### config.mk
export PLATFORM = sky130hd
export DESIGN_NAME = uart_tx_frame_engine
export DESIGN_NICKNAME = d
export VERILOG_FILES = /design/src/rtl/uart_tx_pkg.sv /design/src/rtl/uart_tx_par_gen.sv /design/src/rtl/uart_tx_frame_engine.sv
export SDC_FILE = /design/constraint.sdc
export NUM_CORES = 1
export LEC_CHECK = 0
export ABC_AREA = 0
export CORE_ASPECT_RATIO = 1.1
export CORE_MARGIN = 10
export CORE_UTILIZATION = 33
export DETAILED_ROUTE_END_ITERATION = 10
export MAX_ROUTING_LAYER = met4
export SYNTH_ARGS = -nofsm -noshare
export SYNTH_HDL_FRONTEND = slang
export SYNTH_SLANG_ARGS = --single-unit
### constraint.sdc
create_clock -name CLK -period 2.8 [get_ports CLK]
set_clock_uncertainty 0.2 [all_clocks]
set_input_delay 0.42 -clock CLK [delete_from_list [all_inputs] [get_ports CLK]]
set_output_delay 0.42 -clock CLK [all_outputs]
set_load 0.05 [all_outputs]
### src/rtl/uart_tx_pkg.sv
// Shared definitions for the UART transmit frame engine: FSM state encoding,
// parity sense constants and the parity helper used by uart_tx_par_gen.
package uart_tx_pkg;

    localparam int MAX_DATA_WIDTH = 9;

    localparam logic PAR_EVEN = 1'b0;
    localparam logic PAR_ODD  = 1'b1;

    typedef enum logic [2:0] {
        S_IDLE   = 3'd0,
        S_START  = 3'd1,
        S_DATA   = 3'd2,
        S_PARITY = 3'd3,
        S_STOP   = 3'd4,
        S_STOP2  = 3'd5
    } tx_state_e;

    function automatic logic calc_parity(input logic [MAX_DATA_WIDTH-1:0] word,
                                         input logic                      par_typ);
        logic p;
        case (par_typ)
            PAR_EVEN: p = ^word;
            PAR_ODD:  p = ~(^word);
            default:  p = ^word;
        endcase
        return p;
    endfunction

endpackage

### src/rtl/uart_tx_par_gen.sv
// Combinational parity bit for the latched transmit word; the word is
// zero-extended to the package maximum, which leaves its parity unchanged.
module uart_tx_par_gen
    import uart_tx_pkg::*;
#(
    parameter int DATA_WIDTH = 8
) (
    input  logic [DATA_WIDTH-1:0] data,
    input  logic                  par_typ,
    output logic                  parity
);

    logic [MAX_DATA_WIDTH-1:0] word_s;

    // Widen the word and evaluate the selected parity sense.
    always_comb begin
        word_s = MAX_DATA_WIDTH'(data);
        parity = calc_parity(word_s, par_typ);
    end

endmodule

### src/rtl/uart_tx_frame_engine.sv
// UART transmit frame engine: start, DATA_WIDTH data bits LSB first, optional
// parity, 1 or 2 stop bits. Define UART_TX_SKID_EN for a one-entry holding register.
module uart_tx_frame_engine
    import uart_tx_pkg::*;
#(
    parameter int DATA_WIDTH  = 8,
    parameter int PRESC_WIDTH = 8
) (
    input  logic                   CLK,
    input  logic                   RST,
    input  logic [DATA_WIDTH-1:0]  P_DATA,
    input  logic                   DATA_VALID,
    output logic                   READY,
    input  logic                   PAR_EN,
    input  logic                   PAR_TYP,
    input  logic                   STOP2,
    input  logic [PRESC_WIDTH-1:0] PRESCALE,
    output logic                   TX_OUT,
    output logic                   BUSY
);

    localparam logic [2:0] ST_IDLE   = S_IDLE;
    localparam logic [2:0] ST_START  = S_START;
    localparam logic [2:0] ST_DATA   = S_DATA;
    localparam logic [2:0] ST_PARITY = S_PARITY;
    localparam logic [2:0] ST_STOP   = S_STOP;
    localparam logic [2:0] ST_STOP2  = S_STOP2;

    localparam int              IDX_W    = $clog2(DATA_WIDTH);
    localparam logic [IDX_W-1:0] LAST_IDX = IDX_W'(DATA_WIDTH - 1);

    logic [2:0]             state_r;
    logic [PRESC_WIDTH-1:0] presc_cnt_r;
    logic [PRESC_WIDTH-1:0] presc_last_r;
    logic [IDX_W-1:0]       bit_idx_r;
    logic [DATA_WIDTH-1:0]  shift_r;
    logic [DATA_WIDTH-1:0]  word_r;
    logic                   par_en_r;
    logic                   par_typ_r;
    logic                   stop2_r;
    logic                   tx_out_r;
    logic                   busy_r;

    logic                   ready_s;
    logic                   accept_s;
    logic                   load_s;
    logic                   bit_end_s;
    logic                   parity_s;
    logic [DATA_WIDTH-1:0]  src_data_s;
    logic                   src_par_en_s;
    logic                   src_par_typ_s;
    logic                   src_stop2_s;
    logic [PRESC_WIDTH-1:0] src_presc_s;
    logic [PRESC_WIDTH-1:0] src_last_s;

    assign accept_s  = DATA_VALID && ready_s;
    assign bit_end_s = (presc_cnt_r == presc_last_r);

`ifdef UART_TX_SKID_EN
    logic                   hold_full_r;
    logic [DATA_WIDTH-1:0]  hold_data_r;
    logic                   hold_par_en_r;
    logic                   hold_par_typ_r;
    logic                   hold_stop2_r;
    logic [PRESC_WIDTH-1:0] hold_presc_r;
    logic                   frame_end_s;

    assign ready_s     = !hold_full_r;
    assign frame_end_s = bit_end_s && (((state_r == ST_STOP) && !stop2_r) || (state_r == ST_STOP2));
    // A word arriving on the final stop cycle bypasses the holding register.
    assign load_s      = ((state_r == ST_IDLE) && accept_s) || (frame_end_s && (hold_full_r || accept_s));

    // Next-frame source: the held word has priority over the input port.
    always_comb begin
        if (hold_full_r) begin
            src_data_s    = hold_data_r;
            src_par_en_s  = hold_par_en_r;
            src_par_typ_s = hold_par_typ_r;
            src_stop2_s   = hold_stop2_r;
            src_presc_s   = hold_presc_r;
        end else begin
            src_data_s    = P_DATA;
            src_par_en_s  = PAR_EN;
            src_par_typ_s = PAR_TYP;
            src_stop2_s   = STOP2;
            src_presc_s   = PRESCALE;
        end
    end

    // Holding register: filled by a mid-frame accept, drained when the next frame loads.
    always_ff @(posedge CLK or negedge RST) begin
        if (!RST) begin
            hold_full_r    <= 1'b0;
            hold_data_r    <= '0;
            hold_par_en_r  <= 1'b0;
            hold_par_typ_r <= 1'b0;
            hold_stop2_r   <= 1'b0;
            hold_presc_r   <= '0;
        end else if (load_s && hold_full_r) begin
            hold_full_r <= 1'b0;
        end else if (accept_s && !load_s) begin
            hold_full_r    <= 1'b1;
            hold_data_r    <= P_DATA;
            hold_par_en_r  <= PAR_EN;
            hold_par_typ_r <= PAR_TYP;
            hold_stop2_r   <= STOP2;
            hold_presc_r   <= PRESCALE;
        end
    end
`else
    assign ready_s = (state_r == ST_IDLE);
    assign load_s  = accept_s;

    // Without a holding register the next frame always comes straight from the port.
    always_comb begin
        src_data_s    = P_DATA;
        src_par_en_s  = PAR_EN;
        src_par_typ_s = PAR_TYP;
        src_stop2_s   = STOP2;
        src_presc_s   = PRESCALE;
    end
`endif

    // A prescale of zero runs at one clock per bit.
    assign src_last_s = (src_presc_s == '0) ? '0 : (src_presc_s - PRESC_WIDTH'(1'b1));

    uart_tx_par_gen #(
        .DATA_WIDTH (DATA_WIDTH)
    ) u_par_gen (
        .data    (word_r),
        .par_typ (par_typ_r),
        .parity  (parity_s)
    );

    // Frame sequencer: bit timing, bit index, shifter and registered line/busy outputs.
    always_ff @(posedge CLK or negedge RST) begin
        if (!RST) begin
            state_r      <= ST_IDLE;
            presc_cnt_r  <= '0;
            presc_last_r <= '0;
            bit_idx_r    <= '0;
            shift_r      <= '0;
            word_r       <= '0;
            par_en_r     <= 1'b0;
            par_typ_r    <= 1'b0;
            stop2_r      <= 1'b0;
            tx_out_r     <= 1'b1;
            busy_r       <= 1'b0;
        end else if (load_s) begin
            state_r      <= ST_START;
            presc_cnt_r  <= '0;
            presc_last_r <= src_last_s;
            bit_idx_r    <= '0;
            shift_r      <= src_data_s;
            word_r       <= src_data_s;
            par_en_r     <= src_par_en_s;
            par_typ_r    <= src_par_typ_s;
            stop2_r      <= src_stop2_s;
            tx_out_r     <= 1'b0;
            busy_r       <= 1'b1;
        end else if (state_r != ST_IDLE) begin
            if (!bit_end_s) begin
                presc_cnt_r <= presc_cnt_r + PRESC_WIDTH'(1'b1);
            end else begin
                presc_cnt_r <= '0;
                case (state_r)
                    ST_START: begin
                        state_r  <= ST_DATA;
                        tx_out_r <= shift_r[0];
                    end
                    ST_DATA: begin
                        if (bit_idx_r == LAST_IDX) begin
                            state_r  <= par_en_r ? ST_PARITY : ST_STOP;
                            tx_out_r <= par_en_r ? parity_s : 1'b1;
                        end else begin
                            bit_idx_r <= bit_idx_r + IDX_W'(1'b1);
                            shift_r   <= {1'b0, shift_r[DATA_WIDTH-1:1]};
                            tx_out_r  <= shift_r[1];
                        end
                    end
                    ST_PARITY: begin
                        state_r  <= ST_STOP;
                        tx_out_r <= 1'b1;
                    end
                    ST_STOP: begin
                        state_r  <= stop2_r ? ST_STOP2 : ST_IDLE;
                        tx_out_r <= 1'b1;
                        busy_r   <= stop2_r;
                    end
                    ST_STOP2: begin
                        state_r  <= ST_IDLE;
                        tx_out_r <= 1'b1;
                        busy_r   <= 1'b0;
                    end
                    default: begin
                        state_r  <= ST_IDLE;
                        tx_out_r <= 1'b1;
                        busy_r   <= 1'b0;
                    end
                endcase
            end
        end
    end

    assign READY  = ready_s;
    assign TX_OUT = tx_out_r;
    assign BUSY   = busy_r;

endmodule
# Yosys cells after proc, flatten, opt, wreduce, memory -nomap -nowiden
# Cells that the tools add are included.
[totals]
ff_bits = 43
latch_bits = 0
ramBits = 0
rom_bits = 0
in_bits = 22
out_inout_bits = 3
wordCells = 70
memories = 0
[classes]
addsub = 3
mul = 0
div = 0
magnitude_cmp = 0
eq_ne = 9
shifts = 0
mux = 32
n_bitwise = 2
n_reduce_logical = 13
[ops]
columns = ["operator", "n"]
rows = [
  ["2-to-1 mux 8 bit", 9],
  ["2-to-1 mux 3 bit", 11],
  ["case mux 3 bit (4 select lines)", 1],
  ["parity 9 bit", 1],
  ["adder 8 x 1 -> 8 bit, second input constant", 1],
  ["equality test 8 bit", 1],
  ["zero test 8 bit", 1],
  ["2-to-1 mux 1 bit", 8],
  ["subtractor 8 x 1 -> 8 bit, second input constant", 1],
  ["equality test 3 x 2 -> 1 bit, second input constant", 2],
  ["equality test 3 bit, second input constant", 2],
  ["case mux 1 bit (2 select lines)", 3],
  ["AND reduction 3 bit", 2],
  ["nonzero test 2 bit", 3],
  ["AND reduction 4 bit", 1],
  ["adder 3 x 1 -> 3 bit, second input constant", 1],
  ["equality test 3 x 1 -> 1 bit, second input constant", 1],
  ["zero test 3 bit", 1],
  ["!= test 3 bit, second input constant", 1],
  ["nonzero test 3 bit", 1],
  ["OR reduction 3 bit", 1],
  ["!= test 2 x 1 -> 1 bit, second input constant", 1],
  ["!= test 2 bit, second input constant", 1],
  ["NOT 1 bit", 2],
  ["2 further kinds", 2],
]

# Depth between registers and ports, before layout
[logic_depth]
depth_word = 9
depth_mapped = 7
ltp_nobuf = 6

# By module
# A second synthesis with hierarchy kept.
[unflattened]
cells_unflattened = 253
hier_area_um2 = 2334.7
[modules_own_cells]
columns = ["mod", "n_inst", "cells_each", "area_per_inst_um2", "seq_area_each_um2"]
rows = [
  ["uart_tx_frame_engine", 1, 246, 2252.2, 1077.3],
  ["uart_tx_par_gen", 1, 7, 82.6, 0.0],
]

# Worst setup path before layout
# Ideal clock, no wire load.
[synth_path]
kind = "flip-flop to flip-flop"
start = "register state_r[0]"
end = "register word_r[4]"
setup_time_ns = 0.117
arrival_ns = 2.500
t_required_ns = 2.483
slack_ns = -0.016
stages_incl_launch_ff = 7
n_path_buf = 2
period_less_slack_ns = 2.816
path_cell_list = "dfrtp_1 nor3_1 nand2_1 buf_2 clkbuf_1 nand2_1 nand2_1"
[synth_between]
elab_chain_len = 2
[synth_rtl]
columns = ["element", "line", "text"]
rows = [
  ["start, declared", "uart_tx_frame_engine.sv:32", "logic [2:0] state_r;"],
  ["start signal, assigned", "uart_tx_frame_engine.sv:173", "state_r <= par_en_r ? ST_PARITY : ST_STOP;"],
  ["start signal, assigned", "uart_tx_frame_engine.sv:186", "state_r <= stop2_r ? ST_STOP2 : ST_IDLE;"],
  ["zero test 3 bit", "uart_tx_frame_engine.sv:111", "assign ready_s = (state_r == ST_IDLE);"],
  ["named net READY", "uart_tx_frame_engine.sv:13", "output logic READY,"],
  ["logical AND 1 bit", "uart_tx_frame_engine.sv:56", "assign accept_s = DATA_VALID && ready_s;"],
  ["end signal, assigned", "uart_tx_frame_engine.sv:155", "word_r <= src_data_s;"],
  ["end, declared", "uart_tx_frame_engine.sv:37", "logic [DATA_WIDTH-1:0] word_r;"],
]
# The timed path passes the listed nets, and every way through them passes these cells.
# A chain may end at the register's enable or synchronous reset.

# Worst setup path after layout
[layout_path]
start = "register state_r[0]"
end = "output port READY"
[layout_between]
elab_chain_len = 1
[layout_rtl]
columns = ["element", "line"]
rows = [
  ["zero test 3 bit", "uart_tx_frame_engine.sv:111"],
  ["end, declared", "uart_tx_frame_engine.sv:13"],
]
# No other way between the ends.

==> flow_metrics.py <==
metrics = {
    "critical_path": {
        "crit_arrival_ns": 1.91,
        "r2r_cells": 6,
        "end_kind": "primary output",
        "worst-r2r-setup-slack_ns": 0.57,
        "startpoint": "state_r[0]$_DFFE_PN0P_",
        "worstReg2RegStart": "bit_idx_r[0]$_DFFE_PN0P_",
        "critPathMaxFanout": 13,
        "startpoint_type": "flop",
        "cp-endpoint": "READY",
        "worstSetupPathType": "flop to primary output",
        "required_ns": 2.18,
        "rr_endpoint": "shift_r[0]$_DFFE_PN0P_",
    },
    "sta": {
        "slew_viol_final": 0,
        "worst_pin_slew_ns": 0.617,
        "period_minus_slack_ns": 2.53,
        "final-setup-viol-count": 0,
        "slew_headroom": 0.585,
        "setup_tns_ns": 0,
        "hold_viol_final": 0,
        "max_freq_mhz": 395,
        "rsz0062_at_grt": "no",
        "finalCritPeriodShare": 0.905,
    },
    "pwr": {
        "share_comb_of_total_power": 0.395,
        "power.density_mw_per_mm2": 941,
        "p_leak_nw": 1.24,
        "p_int_w": 0.00159,
        "ir_worst_vdd_v": 0.000452,
        "p_switching_w": 0.000970,
        "finalPower_w": 0.00256,
        "p_clk_frac": 0.158,
        "switching_share": 0.379,
        "seqPwrFrac": 0.447,
    },
    "yosys": {
        "netlist_instances": 245,
        "synth_cell_types": 39,
        "yosys.area.top_type_share": 0.461,
        "yosys_register_bits": 43,
        "avgSynthCellArea_um2": 9.30,
        "synth_area_leaders": "dfrtp_1 (46%), nand2_1 (8.1%), xor2_1 (4.6%), a21oi_1 (3.7%), o21ai_0 (3.7%)",
        "mappedNetlistArea_mm2": 0.00228,
        "synth_fp_nets": 272,
        "yosysSeqAreaShare": 0.473,
        "yosysWarnings": 0,
        "yosys.area.top_type": "dfrtp_1",
    },
    "hold_path": {
        "holdPathStages": 2,
        "hold_path.class": "flop to flop",
        "hold_start": "TX_OUT$_DFFE_PN1P_",
    },
    "layout": {
        "drive_above_1_share": 0.0876,
        "layout.cells.non_filler": 356,
        "n_antenna_cell": 0,
        "nets": 300,
        "area_growth_pct": 19.3,
    },
    "placed_design": {
        "hpwl_um": 3430,
        "port_buffers": 24,
        "dp_cells": 347,
        "gp_congestion": 0.811,
    },
    "floorplanning": {
        "rows": 31,
        "die_x_um": 99.2,
        "die_h_um": 107,
        "start_util": 0.342,
        "core_area_mm2": 0.00667,
        "io_pins": 25,
        "die_area_mm2": 0.0106,
    },
    "drt": {
        "viasPerCell": 4.81,
        "wl_per_cell_um": 12.9,
        "drt_iter0_markers": 84,
        "drc": 0,
        "ant_nets": 0,
        "drt_wl_total_um": 4580,
        "dr.pass1.iters": 4,
        "vias": 1712,
    },
    "grt": {
        "grt_overflow": 0,
        "grt_max_degree": 39,
        "antenna_found_initial": 0,
        "grt_pass1_wl_um": 8150,
        "grt_usage": 0.0931,
        "grt_pass1_vias": 1789,
    },
    "status": {
        "outcome": "finished, final reports clean",
    },
    "cts": {
        "clkTransAtPathRegs_ns": 0.08,
        "cts_tree": "yes",
        "clock-sinks": 43,
        "root_buffer": "clkbuf_8",
        "postCtsSetupRepairBufs": 0,
        "cts_resized": 0,
        "clockBufferDepth": 2,
        "insertion_delay_ns": 0.30,
        "htree_levels": 2,
        "cts_buffers": 5,
    },
    "job": {
        "drv_cap": 0,
    },
}
## through the flow
stage	setup slack, ns	hold WS, ns	cell area [um^2]	util
floorplan	0.568	-0.0756	2280	-
global placement	0.596	0.251	2620	0.392
detailed placement	0.573	0.260	2620	0.392
CTS	0.245	0.305	2720	0.408
global route	0.155	0.320	2720	0.408
finish	0.266	0.301	2720	0.408
## logic make-up (layout without fill, tap and decap cells)
family | Yosys count | count (layout) | share of synthesized area
XOR/XNOR | 22 | 22 | 0.0906
adder cells (fa/ha/maj) | 5 | 5 | 0.0274
AO/OA/AOI/OAI | 48 | 48 | 0.122
buffers and inverters | 16 | 45 | 0.0324
flip-flops | 43 | 43 | 0.473
AND/OR/NAND/NOR | 101 | 101 | 0.210
multiplexers | 10 | 10 | 0.0450
## critical path, cell delays in order (launching register included)
cell	delay (ns)
dfrtp_1	0.52
nor3_2	0.25
clkdlybuf4s50_1	0.83
## sequential cells by signal (all words and copies together), names as in the netlist
signal / cells
shift_r: 8
word_r: 8
presc_last_r: 8
stop2_r: 1
bit_idx_r: 3
presc_cnt_r: 8
par_typ_r: 1
par_en_r: 1
state_r: 3
TX_OUT: 1
BUSY: 1
## synth_stat cells, drive strengths merged
| library cell | n |
|---|---|
| inv | 6 |
| a31oi | 2 |
| xnor3 | 1 |
| xnor2 | 9 |
| o31ai | 1 |
| nor2b | 3 |
| buf | 4 |
| dfrtp | 42 |
| o21ai | 17 |
| ha | 5 |
| nand2 | 49 |
| and3 | 1 |
| a21o | 2 |
| nand2b | 4 |
| nand3b | 1 |
| a22o | 2 |
| a21oi | 18 |
| xor2 | 12 |
| nor4b | 2 |
| nor4 | 4 |
| and2 | 2 |
| nand3 | 11 |
| nand4b | 1 |
| clkbuf | 6 |
| a32o | 1 |
| o21a | 1 |
| mux2 | 2 |
| a221oi | 1 |
| dfstp | 1 |
| nor2 | 17 |
| mux2i | 8 |
| o22ai | 3 |
| nor3 | 6 |
## power groups by stage
| stage | registers [W] | clock network (W) | logic, W |
|---|---|---|---|
| 4_1_cts | 0.00115 | 0.000425 | 0.00103 |
| 5_1_grt | 0.00119 | 0.000443 | 0.00115 |
| 3_5_place_dp | 0.00116 | 0 | 0.00102 |
| 2_1_floorplan | 0.00110 | 0 | 0.000816 |
| 3_3_place_gp | 0.00115 | 0 | 0.00101 |
| 6_report | 0.00115 | 0.000404 | 0.00101 |
## repair_timing
item                                    4_1_cts  5_1_grt
hold endpoints to repair                     23        0
endpoints found under the setup margin        0        0
hold buffers                                  1        0
## how the worst min path moves through the flow
| stage | slack [ns] | end |
|---|---|---|
| floorplan | -0.08 | BUSY$_DFFE_PN0P_ |
| global placement | 0.25 | presc_last_r[0]$_DFFE_PN0P_ |
| detailed placement | 0.26 | presc_cnt_r[0]$_DFFE_PN0N_ |
| CTS | 0.30 | TX_OUT$_DFFE_PN1P_ |
| global route | 0.32 | word_r[6]$_DFFE_PN0P_ |
| finish | 0.30 | TX_OUT$_DFFE_PN1P_ |
## placed cells by master (no fill, tap or decap), drive strengths merged, types with 7 or more instances in the layout
cell,count
mux2i,8
o21ai,17
clkdlybuf4s50,23
buf,7
dfrtp,42
xor2,12
a21oi,18
nor2,17
xnor2,9
nand3,11
nand2,49
## final cells by class
class	instances	area, um^2
clock buffers	5	68.8
repair buffers	31	290
well taps	82	103
flip-flops and latches	43	1080
fillers	685	3950
inverters	6	22.5
multi-input cells	186	1130
clock inverters	3	25.0
## metal layers
layer / track usage / share of wire
met1: 0.118 / 0.52
met2: 0.140 / 0.44
met3: 0.0212 / 0.028
met4: 0.0389 / 0.014
met5: - / 0
Power figures use the tool's default switching activity.
